## config.mk

```make
export PLATFORM = sky130hd
export DESIGN_NAME = sm_alu_seq
export DESIGN_NICKNAME = d
export VERILOG_FILES = /design/src/rtl/sm_alu_pkg.sv /design/src/rtl/sm_alu_iter.sv /design/src/rtl/sm_alu_seq.sv
export SDC_FILE = /design/constraint.sdc
export NUM_CORES = 1
export LEC_CHECK = 0
export ABC_AREA = 1
export BUFFER_PORTS_ARGS = -buffer_cell sky130_fd_sc_hd__buf_2
export CAP_MARGIN = 10
export CORE_MARGIN = 2
export CORE_UTILIZATION = 40
export CTS_CLUSTER_DIAMETER = 40
export DETAILED_ROUTE_END_ITERATION = 10
export PLACE_DENSITY = 0.63
export SYNTH_ARGS = -nofsm -noshare
export SYNTH_HDL_FRONTEND = slang
export SYNTH_SLANG_ARGS = --single-unit
```

## constraint.sdc

```tcl
create_clock -name clk -period 3.07 [get_ports clk]
set_input_delay 0.307 -clock clk [delete_from_list [all_inputs] [get_ports clk]]
set_output_delay 0.307 -clock clk [all_outputs]
set_load 0.01 [all_outputs]
```

## src/rtl/sm_alu_pkg.sv

```systemverilog
// rtl/sm_alu_pkg.sv - shared op encodings, FSM state type and width helper for sm_alu_seq
package sm_alu_pkg;

    localparam logic [2:0] OP_ADD = 3'd0;
    localparam logic [2:0] OP_SUB = 3'd1;
    localparam logic [2:0] OP_MUL = 3'd2;
    localparam logic [2:0] OP_DIV = 3'd3;
    localparam logic [2:0] OP_SHL = 3'd4;
    localparam logic [2:0] OP_SHR = 3'd5;

    typedef enum logic [1:0] {
        ST_IDLE = 2'd0,
        ST_EXEC = 2'd1,
        ST_DONE = 2'd2
    } state_e;

    // Magnitude bit count for a sign-magnitude word of the given width.
    function automatic int mag_bits(input int width);
        return width - 1;
    endfunction

endpackage

```

## src/rtl/sm_alu_iter.sv

```systemverilog
// rtl/sm_alu_iter.sv - M-step shift-add multiplier / restoring divider core
//
// Ports:
//   clk, rst_n   clock, synchronous active-low reset (aborts any iteration)
//   start_i      load operands and perform the first step on this edge
//   div_i        1 = divide, 0 = multiply (sampled with start_i)
//   ma_i, mb_i   unsigned operand magnitudes (M bits)
//   done_o       all M steps done; mag_o/rem_o hold the final values
//   mag_o        product (2M bits) or zero-extended quotient
//   rem_o        division remainder, 0 when multiplying
module sm_alu_iter #(
    parameter int M = 7
) (
    input  logic           clk,
    input  logic           rst_n,
    input  logic           start_i,
    input  logic           div_i,
    input  logic [M-1:0]   ma_i,
    input  logic [M-1:0]   mb_i,
    output logic           done_o,
    output logic [2*M-1:0] mag_o,
    output logic [M-1:0]   rem_o
);
    import sm_alu_pkg::*;

    localparam int             CW       = $clog2(M + 1);
    localparam logic [CW-1:0]  CNT_LAST = CW'(M);

    logic           busy_q;
    logic           div_q;
    logic [CW-1:0]  cnt_q;
    // acc_q is the product accumulator when multiplying; when dividing its low
    // M bits are the dividend shifting out the top while quotient bits enter
    // at the bottom.
    logic [2*M-1:0] acc_q;
    logic [2*M-1:0] mcand_q;
    logic [M-1:0]   mplier_q;
    logic [M-1:0]   part_q;
    logic [M-1:0]   dvsr_q;

    logic           s_div;
    logic [2*M-1:0] s_acc, s_mcand, n_acc, n_mcand;
    logic [M-1:0]   s_mplier, s_part, s_dvsr, n_mplier, n_part;
    logic [M:0]     shifted;
    logic [M-1:0]   diff;

    // The start edge already performs step 1, so M steps finish M-1 edges
    // after start and the caller can finalise on the following edge.
    always_comb begin
        if (start_i) begin
            s_div    = div_i;
            s_acc    = div_i ? {{M{1'b0}}, ma_i} : '0;
            s_mcand  = {{M{1'b0}}, mb_i};
            s_mplier = ma_i;
            s_part   = '0;
            s_dvsr   = mb_i;
        end else begin
            s_div    = div_q;
            s_acc    = acc_q;
            s_mcand  = mcand_q;
            s_mplier = mplier_q;
            s_part   = part_q;
            s_dvsr   = dvsr_q;
        end

        n_acc    = s_acc;
        n_mcand  = s_mcand;
        n_mplier = s_mplier;
        n_part   = s_part;

        shifted  = {s_part, s_acc[M-1]};
        // Partial remainder stays below the divisor, so M bits hold the difference.
        diff     = shifted[M-1:0] - s_dvsr;

        if (s_div) begin
            if (shifted >= {1'b0, s_dvsr}) begin
                n_part = diff;
                n_acc  = {s_acc[2*M-1:M], s_acc[M-2:0], 1'b1};
            end else begin
                n_part = shifted[M-1:0];
                n_acc  = {s_acc[2*M-1:M], s_acc[M-2:0], 1'b0};
            end
        end else begin
            n_acc    = s_mplier[0] ? (s_acc + s_mcand) : s_acc;
            n_mcand  = s_mcand << 1;
            n_mplier = s_mplier >> 1;
        end
    end

    assign done_o = busy_q && (cnt_q == CNT_LAST);
    assign mag_o  = acc_q;
    assign rem_o  = div_q ? part_q : '0;

    always_ff @(posedge clk) begin
        if (!rst_n) begin
            busy_q   <= 1'b0;
            div_q    <= 1'b0;
            cnt_q    <= '0;
            acc_q    <= '0;
            mcand_q  <= '0;
            mplier_q <= '0;
            part_q   <= '0;
            dvsr_q   <= '0;
        end else if (start_i || (busy_q && (cnt_q != CNT_LAST))) begin
            busy_q   <= 1'b1;
            div_q    <= s_div;
            cnt_q    <= start_i ? CW'(1) : (cnt_q + 1'b1);
            acc_q    <= n_acc;
            mcand_q  <= n_mcand;
            mplier_q <= n_mplier;
            part_q   <= n_part;
            dvsr_q   <= s_dvsr;
        end else if (done_o) begin
            busy_q   <= 1'b0;
        end
    end

endmodule

```

## src/rtl/sm_alu_seq.sv

```systemverilog
// rtl/sm_alu_seq.sv - sequential sign-magnitude ALU with handshaked operand/result beats
//
// Ports:
//   clk, rst_n           clock, synchronous active-low reset
//   in_valid / in_ready  operand beat handshake (a, b, sel)
//   a, b                 sign-magnitude operands, sign in bit WIDTH-1
//   sel                  0 add, 1 sub, 2 mul, 3 div, 4 shl, 5 shr, 6-7 illegal
//   out_valid/out_ready  result beat handshake
//   result               sign in bit 2M, magnitude in [2M-1:0]
//   rem                  division remainder magnitude
//   div_zero, bad_op     divide-by-zero and illegal-op flags
module sm_alu_seq #(
    parameter int WIDTH = 8
) (
    input  logic               clk,
    input  logic               rst_n,
    input  logic               in_valid,
    output logic               in_ready,
    input  logic [WIDTH-1:0]   a,
    input  logic [WIDTH-1:0]   b,
    input  logic [2:0]         sel,
    output logic               out_valid,
    input  logic               out_ready,
    output logic [2*WIDTH-2:0] result,
    output logic [WIDTH-2:0]   rem,
    output logic               div_zero,
    output logic               bad_op
);
    import sm_alu_pkg::*;

    localparam int M = mag_bits(WIDTH);

    state_e         state_q;
    logic           in_ready_q, out_valid_q, div_zero_q, bad_op_q;
    logic           sx_q;
    logic [2*M:0]   result_q;
    logic [M-1:0]   rem_q;

    logic           sa, sb, sb_eff;
    logic [M-1:0]   ma, mb;
    logic           accept;
    logic           is_iter;
    logic           q_sign, q_dz, q_bad;
    logic [2*M-1:0] q_mag;

    logic           iter_done;
    logic [2*M-1:0] iter_mag;
    logic [M-1:0]   iter_rem;

    assign sa     = a[WIDTH-1];
    assign sb     = b[WIDTH-1];
    assign ma     = a[M-1:0];
    assign mb     = b[M-1:0];
    // Subtraction is addition with b's sign flipped.
    assign sb_eff = (sel == OP_SUB) ? ~sb : sb;
    assign accept = in_valid && in_ready_q;

    // Single-cycle ops are evaluated straight from the accepted beat.
    always_comb begin
        is_iter = 1'b0;
        q_sign  = 1'b0;
        q_mag   = '0;
        q_dz    = 1'b0;
        q_bad   = 1'b0;
        case (sel)
            OP_ADD, OP_SUB: begin
                if (sa == sb_eff) begin
                    q_mag  = {{M{1'b0}}, ma} + {{M{1'b0}}, mb};
                    q_sign = sa;
                end else if (ma >= mb) begin
                    q_mag  = {{M{1'b0}}, ma - mb};
                    q_sign = sa;
                end else begin
                    q_mag  = {{M{1'b0}}, mb - ma};
                    q_sign = sb_eff;
                end
            end
            OP_MUL: is_iter = 1'b1;
            OP_DIV: begin
                if (mb == '0) begin
                    q_mag  = '1;
                    q_sign = sa ^ sb;
                    q_dz   = 1'b1;
                end else begin
                    is_iter = 1'b1;
                end
            end
            OP_SHL: begin
                q_mag  = {{(M-1){1'b0}}, ma, 1'b0};
                q_sign = sa;
            end
            OP_SHR: begin
                q_mag  = {{M{1'b0}}, 1'b0, ma[M-1:1]};
                q_sign = sa;
            end
            default: q_bad = 1'b1;
        endcase
    end

    sm_alu_iter #(.M(M)) u_iter (
        .clk     (clk),
        .rst_n   (rst_n),
        .start_i (accept && is_iter),
        .div_i   (sel == OP_DIV),
        .ma_i    (ma),
        .mb_i    (mb),
        .done_o  (iter_done),
        .mag_o   (iter_mag),
        .rem_o   (iter_rem)
    );

    // Zero magnitudes are forced positive on every path into result_q.
    always_ff @(posedge clk) begin
        if (!rst_n) begin
            state_q     <= ST_IDLE;
            in_ready_q  <= 1'b1;
            out_valid_q <= 1'b0;
            result_q    <= '0;
            rem_q       <= '0;
            div_zero_q  <= 1'b0;
            bad_op_q    <= 1'b0;
            sx_q        <= 1'b0;
        end else begin
            case (state_q)
                ST_IDLE: begin
                    if (accept) begin
                        in_ready_q <= 1'b0;
                        if (is_iter) begin
                            state_q <= ST_EXEC;
                            sx_q    <= sa ^ sb;
                        end else begin
                            state_q     <= ST_DONE;
                            out_valid_q <= 1'b1;
                            result_q    <= {q_sign & (|q_mag), q_mag};
                            rem_q       <= '0;
                            div_zero_q  <= q_dz;
                            bad_op_q    <= q_bad;
                        end
                    end
                end
                ST_EXEC: begin
                    if (iter_done) begin
                        state_q     <= ST_DONE;
                        out_valid_q <= 1'b1;
                        result_q    <= {sx_q & (|iter_mag), iter_mag};
                        rem_q       <= iter_rem;
                        div_zero_q  <= 1'b0;
                        bad_op_q    <= 1'b0;
                    end
                end
                ST_DONE: begin
                    // in_ready rises only after the result handshake edge.
                    if (out_ready) begin
                        state_q     <= ST_IDLE;
                        out_valid_q <= 1'b0;
                        in_ready_q  <= 1'b1;
                    end
                end
                default: begin
                    state_q     <= ST_IDLE;
                    out_valid_q <= 1'b0;
                    in_ready_q  <= 1'b1;
                end
            endcase
        end
    end

    assign in_ready  = in_ready_q;
    assign out_valid = out_valid_q;
    assign result    = result_q;
    assign rem       = rem_q;
    assign div_zero  = div_zero_q;
    assign bad_op    = bad_op_q;

endmodule

```

==> impl_summary.txt, run 1 <==
----------------------------------------------------
[Synth]
  Fraction of synthesis flops using an asynchronous set or reset pin ... 0%
  Netlist Area Pre-Place ... ~6400 sq um
  Number of warning messages in the yosys log ... 0
  EDFF count, synth ... 0
  Number of distinct library cells after synthesis ... 47
  Synthesized instance count ... 984
  Sequential element share of the synthesized area ... 26.1%
  Syn nets ... 1,053
  Mean Syn Cell Area ... roughly 6.5 sq um
  FF+latch count, synth ... 83
  Main flop type after synthesis ... dfxtp_1

[Route]
  Pre-Repair DR Iteration Count ... 5
  Count of routing violations after the opening detailed-route iteration ... roughly 460
  Via count ... roughly 6,600
  Drt total wl ... around 19,000 um
  Drt drc ... 0
  Detail Route Antenna Nets ... 0
  Via-to-Cell Ratio ... approximately 5
  Routed wire length per instance ... 15.0 um

[Min path]
  Number of cells on the worst hold path ... 3
  Path class of the lowest-slack min-delay path ... in2reg

[Placement]
  Weighted congestion reported at the end of routability-driven placement ... a little under 1
  Placed Cells ... 1,262
  Count of input and output buffers ... between 40 and 50
  Cell area after placement ... just over 7000 sq um
  Hpwl dp ... 14,500 um

[Setup path]
  Cell type group with the largest total delay on the critical path ... simple AND/OR/NAND/NOR gates
  Worst reg-to-reg path cell count ... 19
  CP Buf/Inv Count ... 6
  CP Capture Type ... register
  Crit Path Max Fanout ... 8
  Data required time of the critical path ... about 3.3 ns
  Worst path depth ... 19
  CP max stage delay ... 0.38 ns
  WS Path Type ... reg2reg
  Category of the worst setup path launch point ... register
  Critical path data arrival time ... 3.06 ns
  CP Cell Sequence ... nand2_2 -> inv_4 -> nand3_4 -> buf_4 -> o21ai_1 -> nand2_1 -> inv_1 -> ha_1 -> inv_1 -> fa_1 -> inv_1 -> a21oi_1 -> a21boi_4 -> buf_4 -> nand4_1 -> nand3_1 -> nand2_1 -> nand3_1 -> a21oi_1
  Cell with the largest stage delay on the worst path ... fa_1
  CP most frequent cell ... inv_1

[Timing]
  Peak clock frequency supported by timing ... around 0.36 GHz
  Hold violation total from the final report ... 0
  Transition at the pin with the smallest max-transition slack ... around 1.1 ns
  Headroom to the max-slew limit ... approximately a quarter
  Setup repair after global routing missed its margin ... true
  Pins Over Slew Limit ... 0
  Shortest period the worst path allows ... 2.81 ns
  Clock skew after layout ... just under 0.005 ns
  Period Utilization, post-route ... between 90% and 100%
  Final Setup Violations ... 0

[CTS]
  Skew-Pair Late Insertion Delay ... ~0.36 ns
  Deepest clock path buffer count ... 2
  Depth of the CTS H-tree ... 3
  Root Buffer ... clkbuf_16
  Hold buffer count at cts ... 0
  Number of clock sinks ... 83
  Register clock-pin slew on the reported worst setup and hold paths ... about 0.060 ns
  Cts bufs inserted ... 9
  Clock tree from TritonCTS ... built

[Pwr]
  Share of total power in the clock network ... a little over a quarter
  Power share of the sequential group ... between 30% and 40%
  Cell-internal power ... 2430 uW
  Sw Share ... about two fifths
  Leak pwr ... around 0.0037 uW
  Switching power of the nets ... 1710 uW
  Combinational Power Share ... between 40% and 50%
  PwrDens ... between 500 and 600 nW/um^2
  Maximum ir drop on the vdd rail ... around 330 uV

[Layout]
  Most common library cell in the layout ignoring fill and taps ... nand2_1
  Number of fill cells ... 1,703
  Diode insertion count for antenna repair ... 0
  Number of nets in the finished design ... roughly 1,100
  Area added between synthesis and finish ... 16.5%
  Count of placed standard cells in the final layout, fillers left out ... roughly 1,300
  Final std cell area, no fill ... 7410 sq um
  Most frequent cells in the layout ... nand2_1, inv_1, dfxtp_1
  Share of layout cells above drive strength 1 ... between 10% and 20%

[Die]
  Die outline area ... 16,900 sq um
  Overall die width ... approximately 130 um
  Count of pins on the block boundary ... between 40 and 50
  Site Rows ... 46
  Std-Cell Core Area ... around 16,000 sq um
  Die Span Y ... approximately 130 um
  Initial Util ... between 40 and 50%

[GRT]
  Vias in the first global route ... roughly 5,800
  Wire length of the first global-routing pass ... just over 30,000 um
  Antenna violations before repair ... 0
  GR Util All Layers ... between 20% and 30%
  Largest net degree at the start of global routing ... 37
  Final global-route overflow total ... 0

[Run status]
  Run status ... finished, final reports clean

[Flow run]
  Max-cap check violation count ... 0

----------------------------------------------------
## cell usage after synthesis, types with 3 or more instances
master	n	share of area, %
ha_1	41	8.1
buf_2	15	1.2
clkinv_1	3	0.18
buf_4	3	0.35
inv_2	10	0.59
nand4_1	13	1.3
dfxtp_1	83	26
inv_1	125	7.4
o21ai_2	3	0.41
nand2_1	255	15
nand2_2	14	1.4
o22ai_1	16	1.6
nor3_1	5	0.39
o221ai_1	5	0.69
clkbuf_1	15	0.89
nor2_4	3	0.53
xor2_1	18	2.5
o211ai_1	18	2.1
a31oi_1	14	1.4
xnor2_1	5	0.69
nand3b_1	3	0.35
o21ai_0	78	6.1
buf_6	3	0.53
fa_1	5	1.6
a21oi_1	76	6.0
nand3_1	62	4.9
o21ai_1	3	0.24
nor2_1	64	3.8
## cell type report
cell class,count,area (sq um),area share [%]
timing repair buffer,99,627,8.46
timing repair inverter,1,5.00,0.0675
clock inverter,6,66.3,0.895
clock buffer,10,229,3.09
inverter,138,526,7.09
sequential,83,1660,22.4
tap,216,270,3.65
multi-input combinational,726,4020,54.3
## worst reg2reg max path, delay by kind of cell (launching register included)
kind                     cells  cell delay [ns]
AO/OA/AOI/OAI                4             0.53
buffers and inverters        6             0.63
adder cells (fa/ha/maj)      2             0.51
flip-flops                   1             0.35
AND/OR/NAND/NOR              7             0.69
## what timing repair did
item                       CTS  global route
gates resized for setup      0            15
setup endpoints to repair    0            18
setup buffers                0             0
## through the flow
stage	power (uW)	utilization [%]	TNS (ns)	setup slack, ns	hold WS, ns
global placement	3020	45.1	-0.00484	-0.00484	0.443
detailed placement	3020	45.1	-0.00936	-0.00855	0.444
global route	4420	47.2	-0.0865	-0.0347	0.316
floorplan	2510	-	0	0.00293	0.424
finish	4140	47.2	0	0.261	0.285
CTS	4130	47.0	0	0.0553	0.275
## cells by family (layout without fill, tap and decap cells)
| logic type | count (synthesis) | after routing | share of synthesized area [%] |
|---|---|---|---|
| XOR/XNOR | 25 | 25 | 3.68 |
| AND/OR/NAND/NOR | 431 | 431 | 29.3 |
| flip-flops | 83 | 83 | 26.1 |
| adder cells (fa/ha/maj) | 46 | 46 | 9.64 |
| buffers and inverters | 175 | 254 | 11.2 |
| AO/OA/AOI/OAI | 224 | 224 | 20.1 |
## flip-flops by register name, summed over array words and instances, names as in the netlist
signal and flops:
bad_op 1, div_zero 1, in_ready 1, out_valid 1, rem 7, result 15, state_q 2, sx_q 1
u_iter.busy_q 1, u_iter.cnt_q 3, u_iter.div_q 1, u_iter.dvsr_q 7, u_iter.mag_o 14, u_iter.mcand_q 14, u_iter.mplier_q 7, u_iter.part_q 7
## final timing paths
path                                       startpoint                             to  slack, ns
worst max-delay path            in_ready$_SDFFE_PN1P_  u_iter.mag_o[12]$_SDFFE_PN0P_       0.26
worst min-delay path                        out_ready        state_q[1]$_SDFFE_PN0P_       0.28
worst max register to register  in_ready$_SDFFE_PN1P_  u_iter.mag_o[12]$_SDFFE_PN0P_       0.26
worst min register to register      sx_q$_SDFFE_PN0P_              sx_q$_SDFFE_PN0P_       0.45
## routing by layer
metal	track usage (%)	vias to the layer above	part of all wire, %
li1	-	3395	-
met2	36.1	170	43
met3	3.40	21	4.5
met5	0	-	0
met1	33.5	2993	51
met4	5.88	0	1.4
## power groups by stage
stage / Combinational, uW / Sequential, uW / Clock, uW
after global placement: 1690 / 1320 / 0
after detailed placement: 1690 / 1330 / 0
after floorplan: 1180 / 1330 / 0
after global routing: 1930 / 1320 / 1160
final: 1730 / 1310 / 1110
after CTS: 1700 / 1300 / 1120
Note: power is estimated with default switching activity, not from simulation.
==> run 2: changes to the inputs <==
GPL_TIMING_DRIVEN = 0   (was unset)
SLEW_MARGIN = 30   (was unset)
==> run 2 against run 1 <==
Clock power barely moved; via count up 2.3%; hold slack improved by 0.014 ns; clock skew increased by 0.0046 ns; register-to-register slack got worse by 0.07 ns; non-clock buffer count up 6; setup slack got worse by 0.072 ns; global-route usage grew 1.6 points; first-iteration DRC count rose by 14%; highest routed layer unchanged; fmax fell by 2.5%.
==> impl_summary.txt, run 2 (synthesized netlist as in run 1, its figures left out) <==
----------------------------------------------------
[Run status]
  Run status ... finished, final reports clean

[Route]
  Via-to-Cell Ratio ... between 5 and 6
  Via count ... between 6,000 and 7,000
  Drt drc ... 0
  Detail Route Antenna Nets ... 0
  Pre-Repair DR Iteration Count ... 5
  Routed wire length per instance ... 16.1 um
  Drt total wl ... 20,600 um
  Count of routing violations after the opening detailed-route iteration ... between 500 and 600

[Layout]
  Multi-input logic area ... between 4000 and 5000 sq um
  Diode insertion count for antenna repair ... 0
  Number of flip-flops in the largest register ... 15
  Area added between synthesis and finish ... 18.0%
  Count of placed standard cells in the final layout, fillers left out ... between 1,000 and 1,500
  Share of layout cells above drive strength 1 ... 16.0%
  Most frequent cells in the layout ... nand2_1, inv_1, dfxtp_1
  Sequential cell area in the final layout ... approximately 1700 sq um
  Utilization of the core after routing ... approximately 48%
  Number of fill cells ... 1,681
  Most common library cell in the layout ignoring fill and taps ... nand2_1
  Number of nets in the finished design ... ~1,100

[Placement]
  Weighted congestion reported at the end of routability-driven placement ... a little over 0.9
  Hpwl dp ... between 15,000 and 20,000 um
  Count of input and output buffers ... 47
  Placed Cells ... around 1,200
  Pre-CTS setup slack ... -0.807 ns

[Die]
  Std-Cell Core Area ... around 16,000 sq um
  Initial Util ... 40.5%
  Site Rows ... 46
  Die Span Y ... 130 um
  Count of pins on the block boundary ... between 40 and 50
  Overall die width ... around 130 um
  Die outline area ... around 17,000 sq um

[Timing]
  Clock skew after layout ... about 0.0095 ns
  Shortest period the worst path allows ... just under 3 ns
  Pins Over Slew Limit ... 0
  Headroom to the max-slew limit ... between 50% and 60%
  Period Utilization, post-route ... between 90% and 100%
  Transition at the pin with the smallest max-transition slack ... roughly 0.7 ns
  Setup WS post-layout ... approximately 0.19 ns
  Final Setup Violations ... 0
  Hold_ws ... 0.299 ns
  Peak clock frequency supported by timing ... 0.347 GHz
  Hold violation total from the final report ... 0

[CTS]
  Root Buffer ... clkbuf_16
  Depth of the CTS H-tree ... 3
  Skew-Pair Late Insertion Delay ... 0.36 ns
  Deepest clock path buffer count ... 2
  Hold buffer count at cts ... 0
  Register clock-pin slew on the reported worst setup and hold paths ... approximately 0.070 ns
  Number of clock sinks ... 83
  Cts bufs inserted ... 9
  Clock tree from TritonCTS ... built

[Setup path]
  Worst reg-to-reg path cell count ... 23
  CP most frequent cell ... nand2_2
  CP max stage delay ... 0.36 ns
  Crit Path Max Fanout ... 8
  CP Capture Type ... register
  Data required time of the critical path ... around 3.3 ns
  Critical path data arrival time ... 3.09 ns
  WS Path Type ... reg2reg
  CP Cell Sequence ... nand2_4 -> inv_8 -> nand3_4 -> buf_12 -> buf_12 -> buf_8 -> nand2_1 -> nand2_1 -> inv_2 -> ha_4 -> nand2_2 -> inv_2 -> nand2_2 -> nand2_2 -> nand2_2 -> nand2_2 -> a21oi_2 -> o31ai_1 -> nand2_1 -> nand3_4 -> buf_6 -> o211ai_1 -> a21oi_1
  Cell with the largest stage delay on the worst path ... dfxtp_4
  CP Buf/Inv Count ... 7
  Cell type group with the largest total delay on the critical path ... simple AND/OR/NAND/NOR gates
  Category of the worst setup path launch point ... register
  Worst path depth ... 23

[GRT]
  Final global-route overflow total ... 0
  Antenna violations before repair ... 0
  Wire length of the first global-routing pass ... roughly 32,000 um
  GR Util All Layers ... about a quarter
  Vias in the first global route ... 6,121
  Largest net degree at the start of global routing ... 20

[Pwr]
  Combinational Power Share ... a little over two fifths
  Overall power after layout ... around 4200 uW
  Switching power of the nets ... ~1800 uW
  Sw Share ... between 40% and 50%
  Maximum ir drop on the vdd rail ... between 300 and 400 uV
  Share of total power in the clock network ... about a quarter
  Power share of the sequential group ... a little under a third
  PwrDens ... roughly 560 nW/um^2
  Cell-internal power ... ~2500 uW
  Leak pwr ... around 0.0037 uW

[Min path]
  Number of cells on the worst hold path ... 3
  Path class of the lowest-slack min-delay path ... in2reg

[Flow run]
  Max-cap check violation count ... 0

----------------------------------------------------
## run 2: changes by cell type in the layout (fill, tap and decap cells not counted), sizes merged
cell      change
clkbuf       +19
buf          -11
clkinv        -2
bufinv        -1
clkinvlp      -1
inv           +1
## run 2: stage by stage
step                      setup TNS, ns  instance area [sq um]
after floorplan                       0                   6390
after global routing            -0.0112                   7500
after detailed placement         -13.25                   6900
after CTS                             0                   7290
after global placement           -13.08                   6900
final                                 0                   7500
## run 2: final cells by class
cell class / instances / share of cell area, %
repair buffers: 70 / 5.40
clock inverters: 4 / 0.434
well taps: 216 / 3.60
flip-flops and latches: 83 / 22.2
clock buffers: 12 / 3.55
inverters: 138 / 7.14
multi-input cells: 726 / 54.6
plain buffers: 35 / 3.08
## run 2: metal layers
| layer | track usage [%] | vias up | part of all wire [%] |
|---|---|---|---|
| li1 | - | 3409 | - |
| met1 | 34.1 | 3071 | 47 |
| met2 | 40.5 | 231 | 45 |
| met3 | 4.39 | 22 | 6.5 |
| met4 | 5.38 | 0 | 1.3 |
| met5 | 0 | - | 0 |
## run 2: final timing paths
kind | start | end | slack (ns)
hold reg to reg | sx_q$_SDFFE_PN0P_ | sx_q$_SDFFE_PN0P_ | 0.46
hold / removal | out_ready | state_q[1]$_SDFFE_PN0P_ | 0.30
setup reg to reg | in_ready$_SDFFE_PN1P_ | u_iter.part_q[6]$_SDFFE_PN0P_ | 0.19
setup / recovery | in_ready$_SDFFE_PN1P_ | u_iter.part_q[6]$_SDFFE_PN0P_ | 0.19
## run 2: repair_timing
action	in CTS	in global routing
gates cloned	0	1
resized for setup	20	30
setup buffers	4	18
setup endpoints to repair	19	18
pin swaps	3	14
## run 2: worst register-to-register path, delay by kind of cell (launching register included)
kind                       cells  cell delay [ns]
and+or+nand+nor               11             0.85
buffers and inverters          7             0.79
AOI/OAI and AO/OA              4             0.53
DFF                            1             0.36
adders and majority gates      1             0.22
## run 2: power groups by stage
stage / logic [uW] / registers, uW / clock network, uW
2_1_floorplan: 1180 / 1330 / 0
3_3_place_gp: 1670 / 1330 / 0
3_5_place_dp: 1670 / 1330 / 0
4_1_cts: 1710 / 1310 / 1110
5_1_grt: 2010 / 1330 / 1160
6_report: 1810 / 1310 / 1090
==> run 3: changes to the inputs <==
ABC_AREA = unset   (was 1)
SYNTH_HIERARCHICAL = 1   (was unset)
==> run 3 against run 2 <==
The flow now finishes with violations (negative setup slack); final cell count decreased by 12%; die area is 0.78% lower; setup slack worse by 0.34 ns; register-to-register slack worse by 0.34 ns; non-clock buffer count grew 42; hold slack got worse by 0.016 ns; routed wire length rose by 3.3%; synthesized area fell by 0.81%; critical path type is now in2reg.
==> impl_summary.txt, run 3 <==
----------------------------------------------------
[Route]
  Via count ... 6,465
  Total met3 wirelength after detailed routing ... 1430 um
  Routed wire length per instance ... around 19 um
  Pre-Repair DR Iteration Count ... 5
  Met2 WL post-DR ... roughly 9800 um
  Via-to-Cell Ratio ... about 5.7
  Highest metal layer with signal wires ... met4
  Drt drc ... 0
  Wl on met1 ... approximately 9500 um
  Count of routing violations after the opening detailed-route iteration ... approximately 720
  Detail Route Antenna Nets ... 0
  Drt total wl ... about 21,000 um

[Synth]
  Netlist Area Pre-Place ... approximately 6300 sq um
  Number of warning messages in the yosys log ... 6
  Post-synth top area share ... between 20% and 30%
  Leading area contributor after synthesis ... dfxtp_1
  FF+latch count, synth ... 83
  Fraction of synthesis flops using an asynchronous set or reset pin ... 0%
  EDFF count, synth ... 0
  Top cell types by occurrence after synthesis ... dfxtp_1, nand2_1, nor2_1, a21oi_1, o21ai_0
  Synthesized instance count ... slightly below 800
  Top cells by area in the synthesized netlist ... dfxtp_1, ha_1, mux2i_1
  Number of distinct library cells after synthesis ... approximately 80
  Main flop type after synthesis ... dfxtp_1
  Syn nets ... ~860
  Sequential element share of the synthesized area ... a little over a quarter
  Mean Syn Cell Area ... 7.94 sq um

[Die]
  Std-Cell Core Area ... around 15,000 sq um
  Overall die width ... around 130 um
  Die outline area ... between 15,000 and 20,000 sq um
  Site Rows ... 45
  Initial Util ... around 41%
  Count of pins on the block boundary ... 49
  Die Span Y ... roughly 130 um

[Run status]
  Run status ... complete, but fails checks
  Violations in the final reports ... negative setup slack

[Layout]
  Share of layout cells above drive strength 1 ... around 25%
  Most frequent cells in the layout ... dfxtp_1, nand2_1, nor2_1
  Number of nets in the finished design ... approximately 1,000
  Diode insertion count for antenna repair ... 0
  Number of flip-flops in the largest register ... 15
  Number of fill cells ... ~1,500
  Most common library cell in the layout ignoring fill and taps ... dfxtp_1
  Area added between synthesis and finish ... 29.3%

[Placement]
  Count of input and output buffers ... 46
  Pre-CTS setup slack ... -1.19 ns
  Hpwl dp ... ~15,000 um
  Weighted congestion reported at the end of routability-driven placement ... about 0.92

[CTS]
  Depth of the CTS H-tree ... 3
  Hold buffer count at cts ... 0
  Register clock-pin slew on the reported worst setup and hold paths ... 0.07 ns
  Cts bufs inserted ... 9
  Number of clock sinks ... 83
  Root Buffer ... clkbuf_16
  Clock tree from TritonCTS ... built
  Skew-Pair Late Insertion Delay ... around 0.35 ns
  Deepest clock path buffer count ... 2

[Pwr]
  Combinational Power Share ... about a quarter
  Leak pwr ... 0.00336 uW
  Maximum ir drop on the vdd rail ... slightly below 300 uV
  Share of total power in the clock network ... 37.2%
  PwrDens ... 357 nW/um^2
  Overall power after layout ... 2910 uW
  Cell-internal power ... roughly 2000 uW
  Sw Share ... around 32%
  Power share of the sequential group ... a little under two fifths
  Switching power of the nets ... approximately 940 uW

[Setup path]
  CP most frequent cell ... inv_2
  CP max stage delay ... around 0.40 ns
  Critical path data arrival time ... 3.45 ns
  Category of the worst setup path launch point ... input pin
  Data required time of the critical path ... around 3.3 ns
  CP Cell Sequence ... clkbuf_4 -> nor2b_4 -> nand2_4 -> nor2_4 -> buf_8 -> buf_8 -> buf_12 -> nand2_8 -> a21boi_4 -> inv_2 -> ha_4 -> inv_2 -> fa_2 -> inv_2 -> a21oi_2 -> a21oi_2 -> a221oi_4 -> buf_12 -> buf_6 -> maj3_2 -> o21ai_1 -> nand3_1
  Crit Path Max Fanout ... 8
  Cell with the largest stage delay on the worst path ... fa_2
  CP Capture Type ... register
  WS Path Type ... in2reg

[GRT]
  Largest net degree at the start of global routing ... 18
  Final global-route overflow total ... 0
  Antenna violations before repair ... 0
  GR Util All Layers ... about a quarter
  Vias in the first global route ... ~5,900
  Wire length of the first global-routing pass ... ~32,000 um

[Timing]
  Clock skew after layout ... 0.0114 ns
  Hold_ws ... about 0.28 ns
  Peak clock frequency supported by timing ... roughly 0.31 GHz
  Shortest period the worst path allows ... between 3 and 4 ns
  Setup repair after global routing missed its margin ... true
  Hold violation total from the final report ... 0
  Transition at the pin with the smallest max-transition slack ... approximately 0.83 ns
  Headroom to the max-slew limit ... between 40% and 50%
  Setup WS post-layout ... -0.148 ns
  Final Setup Violations ... 7
  Pins Over Slew Limit ... 0
  Period Utilization, post-route ... 105%

[Flow run]
  Max-cap check violation count ... 0

[Min path]
  Path class of the lowest-slack min-delay path ... in2reg

----------------------------------------------------
==> run 3: changes by cell type in the layout (fill, tap and decap cells not counted), moves of 12 or more <==
cell,delta
inv_1,-87
nor2b_1,+37
nand2_2,-15
mux2i_1,+28
buf_2,-16
a21o_1,+15
o21ai_0,-38
nand3_1,-39
and2_1,+17
buf_4,+28
nand2b_1,+12
nand2_1,-172
a21oi_1,-26
o22ai_1,-16
==> run 3: stage by stage <==
stage | setup TNS [ns] | cell area [sq um] | cells | util, %
final | -0.450 | 8160 | 1126 | 53.3
after global routing | -1.62 | 8160 | 1126 | 53.3
after CTS | -1.31 | 7990 | 1114 | 52.2
after detailed placement | -19.79 | 6960 | 1051 | 45.5
after global placement | -19.62 | 6960 | 1051 | 45.5
after floorplan | -2.52 | 6470 | 794 | -
==> run 3: power by group through the flow <==
| stage | clock (uW) | combinational (uW) | sequential [uW] |
|---|---|---|---|
| after global routing | 1140 | 769 | 1120 |
| after CTS | 1100 | 677 | 1120 |
| after floorplan | 0 | 409 | 1140 |
| after global placement | 0 | 582 | 1140 |
| after detailed placement | 0 | 584 | 1140 |
| final | 1080 | 709 | 1120 |
==> run 3: final cells by class <==
class | count | area [sq um] | area share (%)
Buffer | 40 | 267 | 3.27
Clock buffer | 9 | 225 | 2.76
Clock inverter | 7 | 70.1 | 0.859
Inverter | 42 | 161 | 1.98
Multi-Input combinational cell | 627 | 4670 | 57.3
Sequential cell | 83 | 1660 | 20.4
Tap cell | 211 | 264 | 3.24
Timing Repair Buffer | 107 | 833 | 10.2
==> run 3: path summary, 6_finish.rpt <==
path                     startpoint                            end  slack (ns)  depth (start not counted)
min                       out_ready        state_q[1]$_SDFFE_PN0P_        0.28                          3
max reg2reg   in_ready$_SDFFE_PN1P_  u_iter/mag_o[12]$_SDFFE_PN0P_       -0.15                         20
max                          sel[1]  u_iter/mag_o[12]$_SDFFE_PN0P_       -0.15                         22
min reg2reg  result[4]$_SDFFE_PN0P_         result[4]$_SDFFE_PN0P_        0.45                          2
==> run 3: repair_timing <==
action | CTS | global route
pin swaps | 31 | 30
setup buffers | 48 | 16
endpoints found under the setup margin | 21 | 20
gates resized for setup | 80 | 25
==> run 3: cell families after synthesis <==
logic type | count (synthesis) | share of synthesized area (%)
XOR/XNOR | 23 | 3.31
AND/OR/NAND/NOR | 290 | 22.9
buffers and inverters | 84 | 5.36
multiplexers | 45 | 7.97
adder cells (fa/ha/maj) | 47 | 9.88
AO/OA/AOI/OAI | 222 | 24.2
flip-flops | 83 | 26.3
==> run 3: per-layer routing <==
layer	up-vias	global-route usage, %
met4	0	8.86
met3	50	4.91
met5	-	0
met2	272	39.9
li1	3105	-
met1	3038	33.9
==> run 3: worst max-delay path, delay by kind of cell <==
family / cells / cell delay (ns)
adder cells (fa/ha/maj): 3 / 0.85
buffers and inverters: 9 / 1.01
AND/OR/NAND/NOR: 5 / 0.59
AO/OA/AOI/OAI: 5 / 0.66
